File: src/rtl/ltssm_detect_ctrl.sv
// LTSSM Detect substate controller: Quiet/Active receiver-detect sequencing with lane confirmation.
// Optional `DETECT_EI_EXIT_EN lets an electrical-idle exit cut the Quiet wait short.
module ltssm_detect_ctrl #(
  parameter int unsigned TIME_VALUE_WIDTH = 3,
  parameter int unsigned NUM_LANES        = 16
) (
  input  logic                        clk,
  input  logic                        rst,
  input  logic                        enable,
  input  logic                        elec_idle_exit,
  output logic                        rx_det_req,
  input  logic                        rx_det_done,
  input  logic [NUM_LANES-1:0]        rx_present,
  output logic                        timer_start,
  output logic [TIME_VALUE_WIDTH-1:0] timer_value,
  input  logic                        timeout1,
  output logic                        detect_done,
  output logic [NUM_LANES-1:0]        lanes_detected,
  output logic [2:0]                  det_state
);

  typedef enum logic [2:0] {
    StIdle       = 3'd0,
    StQuiet      = 3'd1,
    StActive     = 3'd2,
    StActiveWait = 3'd3,
    StActive2    = 3'd4,
    StDone       = 3'd5
  } state_e;

  state_e               state_q, state_d;
  logic                 req_q, req_d;
  logic                 ts_q, ts_d;
  logic                 dd_q, dd_d;
  logic [NUM_LANES-1:0] lanes_q, lanes_d;
  logic [NUM_LANES-1:0] first_q, first_d;

  logic ei_exit;
  logic timeout_ok;
  logic det_valid;

`ifdef DETECT_EI_EXIT_EN
  assign ei_exit = elec_idle_exit;
`else
  logic unused_ei;
  assign unused_ei = elec_idle_exit;
  assign ei_exit   = 1'b0;
`endif

  // The timer flag is stale in the cycle its restart pulse is out.
  assign timeout_ok = timeout1 & ~ts_q;
  assign det_valid  = rx_det_done & req_q;

  always_comb begin
    state_d = state_q;
    req_d   = req_q;
    ts_d    = 1'b0;
    dd_d    = 1'b0;
    lanes_d = lanes_q;
    first_d = first_q;
    if (!enable) begin
      state_d = StIdle;
      req_d   = 1'b0;
      lanes_d = '0;
      first_d = '0;
    end else begin
      unique case (state_q)
        StIdle: begin
          state_d = StQuiet;
          ts_d    = 1'b1;
          lanes_d = '0;
        end
        StQuiet: begin
          if (timeout_ok || ei_exit) begin
            state_d = StActive;
            req_d   = 1'b1;
          end
        end
        StActive: begin
          if (det_valid) begin
            req_d = 1'b0;
            if (rx_present == '0) begin
              state_d = StQuiet;
              ts_d    = 1'b1;
            end else if (&rx_present) begin
              state_d = StDone;
              dd_d    = 1'b1;
              lanes_d = rx_present;
            end else begin
              state_d = StActiveWait;
              ts_d    = 1'b1;
              first_d = rx_present;
            end
          end
        end
        StActiveWait: begin
          if (timeout_ok) begin
            state_d = StActive2;
            req_d   = 1'b1;
          end
        end
        StActive2: begin
          if (det_valid) begin
            req_d = 1'b0;
            if (rx_present == first_q) begin
              state_d = StDone;
              dd_d    = 1'b1;
              lanes_d = rx_present;
            end else begin
              state_d = StQuiet;
              ts_d    = 1'b1;
            end
          end
        end
        StDone: begin
          state_d = StDone;
        end
        default: begin
          state_d = StIdle;
          req_d   = 1'b0;
          lanes_d = '0;
          first_d = '0;
        end
      endcase
    end
  end

  always_ff @(posedge clk or negedge rst) begin
    if (!rst) begin
      state_q <= StIdle;
      req_q   <= 1'b0;
      ts_q    <= 1'b0;
      dd_q    <= 1'b0;
      lanes_q <= '0;
      first_q <= '0;
    end else begin
      state_q <= state_d;
      req_q   <= req_d;
      ts_q    <= ts_d;
      dd_q    <= dd_d;
      lanes_q <= lanes_d;
      first_q <= first_d;
    end
  end

  assign rx_det_req     = req_q;
  assign timer_start    = ts_q;
  assign timer_value    = '0;
  assign detect_done    = dd_q;
  assign lanes_detected = lanes_q;
  assign det_state      = state_q;

endmodule
File: config.mk
export PLATFORM = sky130hd
export DESIGN_NAME = ltssm_detect_ctrl
export DESIGN_NICKNAME = d
export VERILOG_FILES = /design/src/rtl/ltssm_detect_ctrl.sv
export SDC_FILE = /design/constraint.sdc
export NUM_CORES = 1
export LEC_CHECK = 0
export ABC_CLOCK_PERIOD_IN_PS = 2000
export CAP_MARGIN = 25
export CORE_MARGIN = 2
export CORE_UTILIZATION = 50
export CTS_CLUSTER_DIAMETER = 120
export DETAILED_ROUTE_END_ITERATION = 16
export PLACE_DENSITY = 0.79
export SLEW_MARGIN = 10
export SYNTH_ARGS = -nofsm -noshare
export SYNTH_HDL_FRONTEND = slang
export SYNTH_SLANG_ARGS = --single-unit
File: constraint.sdc
create_clock -name clk -period 2 [get_ports clk]
set_input_delay 0.4 -clock clk [delete_from_list [all_inputs] [get_ports clk]]
set_output_delay 0.4 -clock clk [all_outputs]
set_load 0.05 [all_outputs]
After elaboration in Yosys (flattened, before gate mapping) --
Cells that the tools add are included.
Storage, ports and cells: logic and storage cells 79, bits of input ports 22, output and inout bits 25, register bits after elaboration 38
Operators by class: reduce and logical (&&, ||, !) cells 12, mux-type cells 39, bitwise logic cells 3, eq/ne operators 19
Operator list (count):
- 16-bit two-way mux | 10
- 16-bit one-hot mux with 3 select lines | 1
- 16-bit one-hot mux with 2 select lines | 1
- 3-bit two-way mux | 8
- 3-bit != test (second input constant) | 8
- 3-bit one-hot mux with 6 select lines | 1
- 16-bit equality test | 1
- 16-bit zero test | 1
- 16-bit AND reduction | 1
- 1-bit two-way mux | 15
- 4-bit AND reduction | 2
- 3-bit by 2-bit equality test with 1-bit output (second input constant) | 2
- 3-bit equality test (second input constant) | 2
- 2-bit != test (second input constant) | 3
- 3-bit by 2-bit != test with 1-bit output (second input constant) | 2
- 1-bit one-hot mux with 3 select lines | 2
- 6-bit AND reduction | 1
- 2-bit OR reduction | 3
- 5-bit OR reduction | 1
- 3-bit by 1-bit equality test with 1-bit output (second input constant) | 1
- 3-bit zero test | 1
- 3-bit AND reduction | 1
- 3-bit OR reduction | 1
- 1-bit AND | 2
- other kinds (2) | 2

Longest topological paths before layout --
Gate-level depths: netlist of run 1.
depth in word-level cells 6, mapped depth 8, depth with buffers taken out 6

Worst setup path after synthesis of run 1 --
No wires, ideal clock.
kind reg-to-reg, start point register state_q[2] (netlist: det_state[2]), end point register lanes_q[10] (netlist: lanes_detected[10]), period minus slack after synthesis 2056 ps, required time 1921 ps, data arrival time 1977 ps, setup time 79 ps, cell stages (with the launch flop) 8, path buffers 2, slack -56 ps, cells stage by stage dfrtp_1 > buf_2 > o211a_1 > o21ai_0 > o311ai_4 > nor2_8 > buf_12 > mux2i_1
Between the ends: longest elaborated chain between the ends 4, elaborated cells on any way between the ends 15, those cells by class eq/ne: 11; mux: 2; reduce/logical: 2
Ends and longest elaborated chain:
- from (decl) | RTL line 31 | state_e state_q, state_d;
- from (signal assigned) | RTL line 130 | state_q <= StIdle;
- from (signal assigned) | RTL line 137 | state_q <= state_d;
- 3-bit by 2-bit equality test with 1-bit output, or another cell as far along | RTL line 67 | unique case (state_q)
- 3-bit OR reduction (no line)
- 2-bit != test (no line) or 16-bit one-hot mux with 3 select lines (tied branches)
- 6-bit AND reduction (no line) or 16-bit two-way mux (tied branches)
- to (signal assigned) | RTL line 141 | lanes_q <= lanes_d;
- to (decl) | RTL line 35 | logic [NUM_LANES-1:0] lanes_q, lanes_d;
Several ways; a longest one is shown, not always the timed one. A chain may end at the register's enable or synchronous reset.

Worst setup path in the final report of run 1 --
start point input rx_present[14], end point register lanes_q[1] (netlist: lanes_detected[1])
Between the ends: longest elaborated chain between the ends 3, elaborated cells on any way between the ends 7, those cells by class eq/ne: 4; reduce/logical: 3
Ends and longest elaborated chain:
- from (decl) | RTL line 13 | input logic [NUM_LANES-1:0] rx_present,
- 16-bit equality test, or another cell as far along | RTL line 105 | if (rx_present == first_q) begin
- 3-bit != test (no line)
- 6-bit AND reduction (no line) (*)
Every way passes the cells marked *; elsewhere a longest branch is shown, timed or not.

==> run_results.csv, run 1 <==
group,metric,value,unit
setup_path,critPathRequiredTime,2.22,ns
sta,worst_pin_slew,0.503,ns
global_route,grt_usage,24.1,%
yosys,yosysTopAreaCell,"dfrtp_1",
sta,slew_headroom,66.4,%
yosys,synth_seq_cells,38,
die,coreArea,0.00403,sq mm
clock_network,hold_buffers,0,
cells_and_area,post_route_cells_drive_above_1_share,22.7,%
clock_network,clock_path_buffers,2,
global_route,grt_antenna_before_repair,0,
yosys,yosysTopAreaCellShare,45.1,%
clock_network,htreeDepth,2,
die,ios,47,
cells_and_area,insertedDiodeCount,0,
cells_and_area,areaGrowthSynthToFinish,42.3,%
detailed_routing,via_per_inst,5.36,
sta,whs,0.142,ns
die,die_x,68.9,um
sta,slew_violations,0,
clock_network,cts-root-buf,"clkbuf_8",
yosys,synth-main-ff-cell,"dfrtp_1",
global_route,grt_pass1_vias,1791,
yosys,synth.cells.most_frequent,"nand2_1 (71), dfrtp_1 (38), o21ai_0 (18)",
sta,timing.final.crit_share,96.8,%
yosys,async_flop_share,100,%
sta,period_minus_slack,1.94,ns
yosys,synth_area_leaders,"dfrtp_1 (45%), nand2_1 (13%), mux2i_1 (7.6%)",
yosys,ys_warn_count,0,
sta,finalSetupViolCount,0,
sta,fmax,0.517,GHz
detailed_routing,drt_iter0_drc,214,
yosys,synth_cell_type_count,39,
pwr,worst_ir_drop_vdd,0.000539,V
die,die_height,68.9,um
global_route,grt_pass1_wl,8330,um
setup_path,path_class,"input pin to flop",
detailed_routing,drc_errors,0,
clock_network,cts_buffers,5,
yosys,synth-seq-area-share,45.1,%
placement,numPortBuffers,42,
detailed_routing,drt_pass1_iterations,4,
placement,dp_hpwl,3610,um
pwr,fin_total_pwr,3.33,mW
setup_path,r2r-end,"lanes_detected[1]",
setup_path,reg2reg_depth,6,
die,start_util,52.3,%
clock_network,path_clk_slew,0.08,ns
setup_path,critPathLaunchType,"input pin",
sta,tns,0,ns
cells_and_area,fin_util,74.4,%
clock_network,clock_latency,0.30,ns
detailed_routing,routed_wl,5170,um
setup_path,cp_max_fo,8,
die,rows,23,
setup_path,reg2reg_from,"det_state[2]",
cells_and_area,fin_nets,325,
setup_path,arrival,2.15,ns
global_route,grt_max_degree,39,
sta,skew,0.00724,ns
placement,place.gp.congestion,0.844,
clock_network,cts_tree,"built",
sta,finalHoldViolations,0,
clock_network,cts.sinks,38,
detailed_routing,ant_nets,0,
yosys,netlist_instances,230,
sta,rsz0062_at_grt,"no",
status,outcome,"completed",
global_route,grt_overflow,0,
yosys,synth_area_per_cell,9.16,sq um
pwr,p_leak,1.34,nW
detailed_routing,vias,1896,
worst_hold_path,hold_path.class,"input pin to asynchronous set/reset pin",
yosys,synth.most_common_cell,"nand2_1",
pwr,cellPowerDensity,1110,mW/mm^2
yosys,synth_edf_count,0,
detailed_routing,detail_route.wl_per_cell,14.6,um
setup_path,crit_path_end_kind,"flop",
setup_path,ff2ff_setup_slack,0.14,ns
yosys,synth_area,0.00211,sq mm
die,fp.dieArea,0.00475,sq mm
job,max-cap-violations,0,
==> layout make-up <==
cell class	instances	area, sq um
fill	267	1030
clock buffer	5	68.8
inverter	1	3.75
sequential	38	956
clock inverter	3	68.8
tap	50	62.6
timing repair buffer	80	731
multi-input combinational	177	1110
==> metal layers <==
metal	share of wire, %	global-route usage, %
met3	4.6	4.38
met4	1.4	8.58
met2	48	38.2
met5	0	0
met1	46	33.2
==> cells in the final DEF (no fill, tap or decap), drive strengths merged, types with 2 or more instances in the layout <==
| cell | n |
|---|---|
| bufinv | 2 |
| xnor2 | 16 |
| clkdlybuf4s50 | 23 |
| nand2 | 71 |
| o22ai | 2 |
| dfrtp | 38 |
| dlygate4sd2 | 14 |
| buf | 42 |
| nor4 | 7 |
| a21oi | 3 |
| a22oi | 2 |
| conb | 3 |
| and3b | 2 |
| clkbuf | 5 |
| nand2b | 3 |
| mux2i | 16 |
| nand4 | 8 |
| nor2 | 9 |
| o21ai | 21 |
| nand3 | 3 |
==> timing repair <==
item | CTS | global route
endpoints found under the hold margin | 0 | 0
cloned | 1 | 0
setup buffers | 3 | 0
setup endpoints to repair | 32 | 18
pin swaps | 8 | 3
gates resized for setup | 25 | 2
==> flip-flops by register name, indices dropped and copies added, names as in the netlist <==
signal / flops
det_state: 3
detect_done: 1
first_q: 16
lanes_detected: 16
rx_det_req: 1
timer_start: 1
==> metrics by stage <==
stage,cell area (sq um),std cells,worst slack (ns)
finish,3000,354,0.0646
detailed placement,2770,342,-0.430
global placement,2770,342,-0.392
CTS,2990,354,0.0177
global route,3000,354,0.00106
floorplan,2120,232,0.0543
==> how the worst max path moves through the flow <==
| stage | depth (start not counted) | startpoint | slack (ns) | endpoint |
|---|---|---|---|---|
| finish | 8 | rx_present[14] | 0.06 | lanes_detected[1] |
| CTS | 9 | rx_present[11] | 0.02 | lanes_detected[1] |
| detailed placement | 9 | rx_present[6] | -0.43 | lanes_detected[1] |
| global route | 8 | rx_present[14] | 0.001 | lanes_detected[1] |
| global placement | 8 | rx_present[5] | -0.39 | lanes_detected[7] |
| floorplan | 7 | det_state[2] | 0.05 | lanes_detected[10] |
==> logic make-up (layout without fill, tap and decap cells) <==
| group | count (synthesis) | in the layout | share of synthesized area [%] |
|---|---|---|---|
| simple gates | 108 | 108 | 24.9 |
| flops | 38 | 38 | 45.1 |
| compound gates | 33 | 33 | 10.1 |
| xor+xnor | 17 | 17 | 7.07 |
| buf+inv | 17 | 89 | 4.99 |
| mux | 16 | 16 | 7.60 |
| other cells | 1 | 3 | 0.178 |
==> critical path, cell delays in order <==
cell             delay [ns]
clkdlybuf4s50_1        0.54
nand4_1                0.19
nor4_4                 0.17
buf_4                  0.18
o311ai_4               0.13
nor2_8                 0.18
buf_12                 0.16
mux2i_2                0.21
==> report_power, final <==
group	leakage (nW)	switching (mW)	internal, mW	total, mW
Sequential	0.517	0.126	0.891	1.02
Combinational	0.750	0.851	0.669	1.52
Clock	0.0683	0.296	0.500	0.796
No activity file was read; power rests on OpenSTA's default activity.
==> inputs of run 2 (changes only) <==
CTS_CLUSTER_SIZE = 16   (was not set)
==> results of run 2 <==
Same layout as run 1: the final DEF is identical, and so are final timing and power.
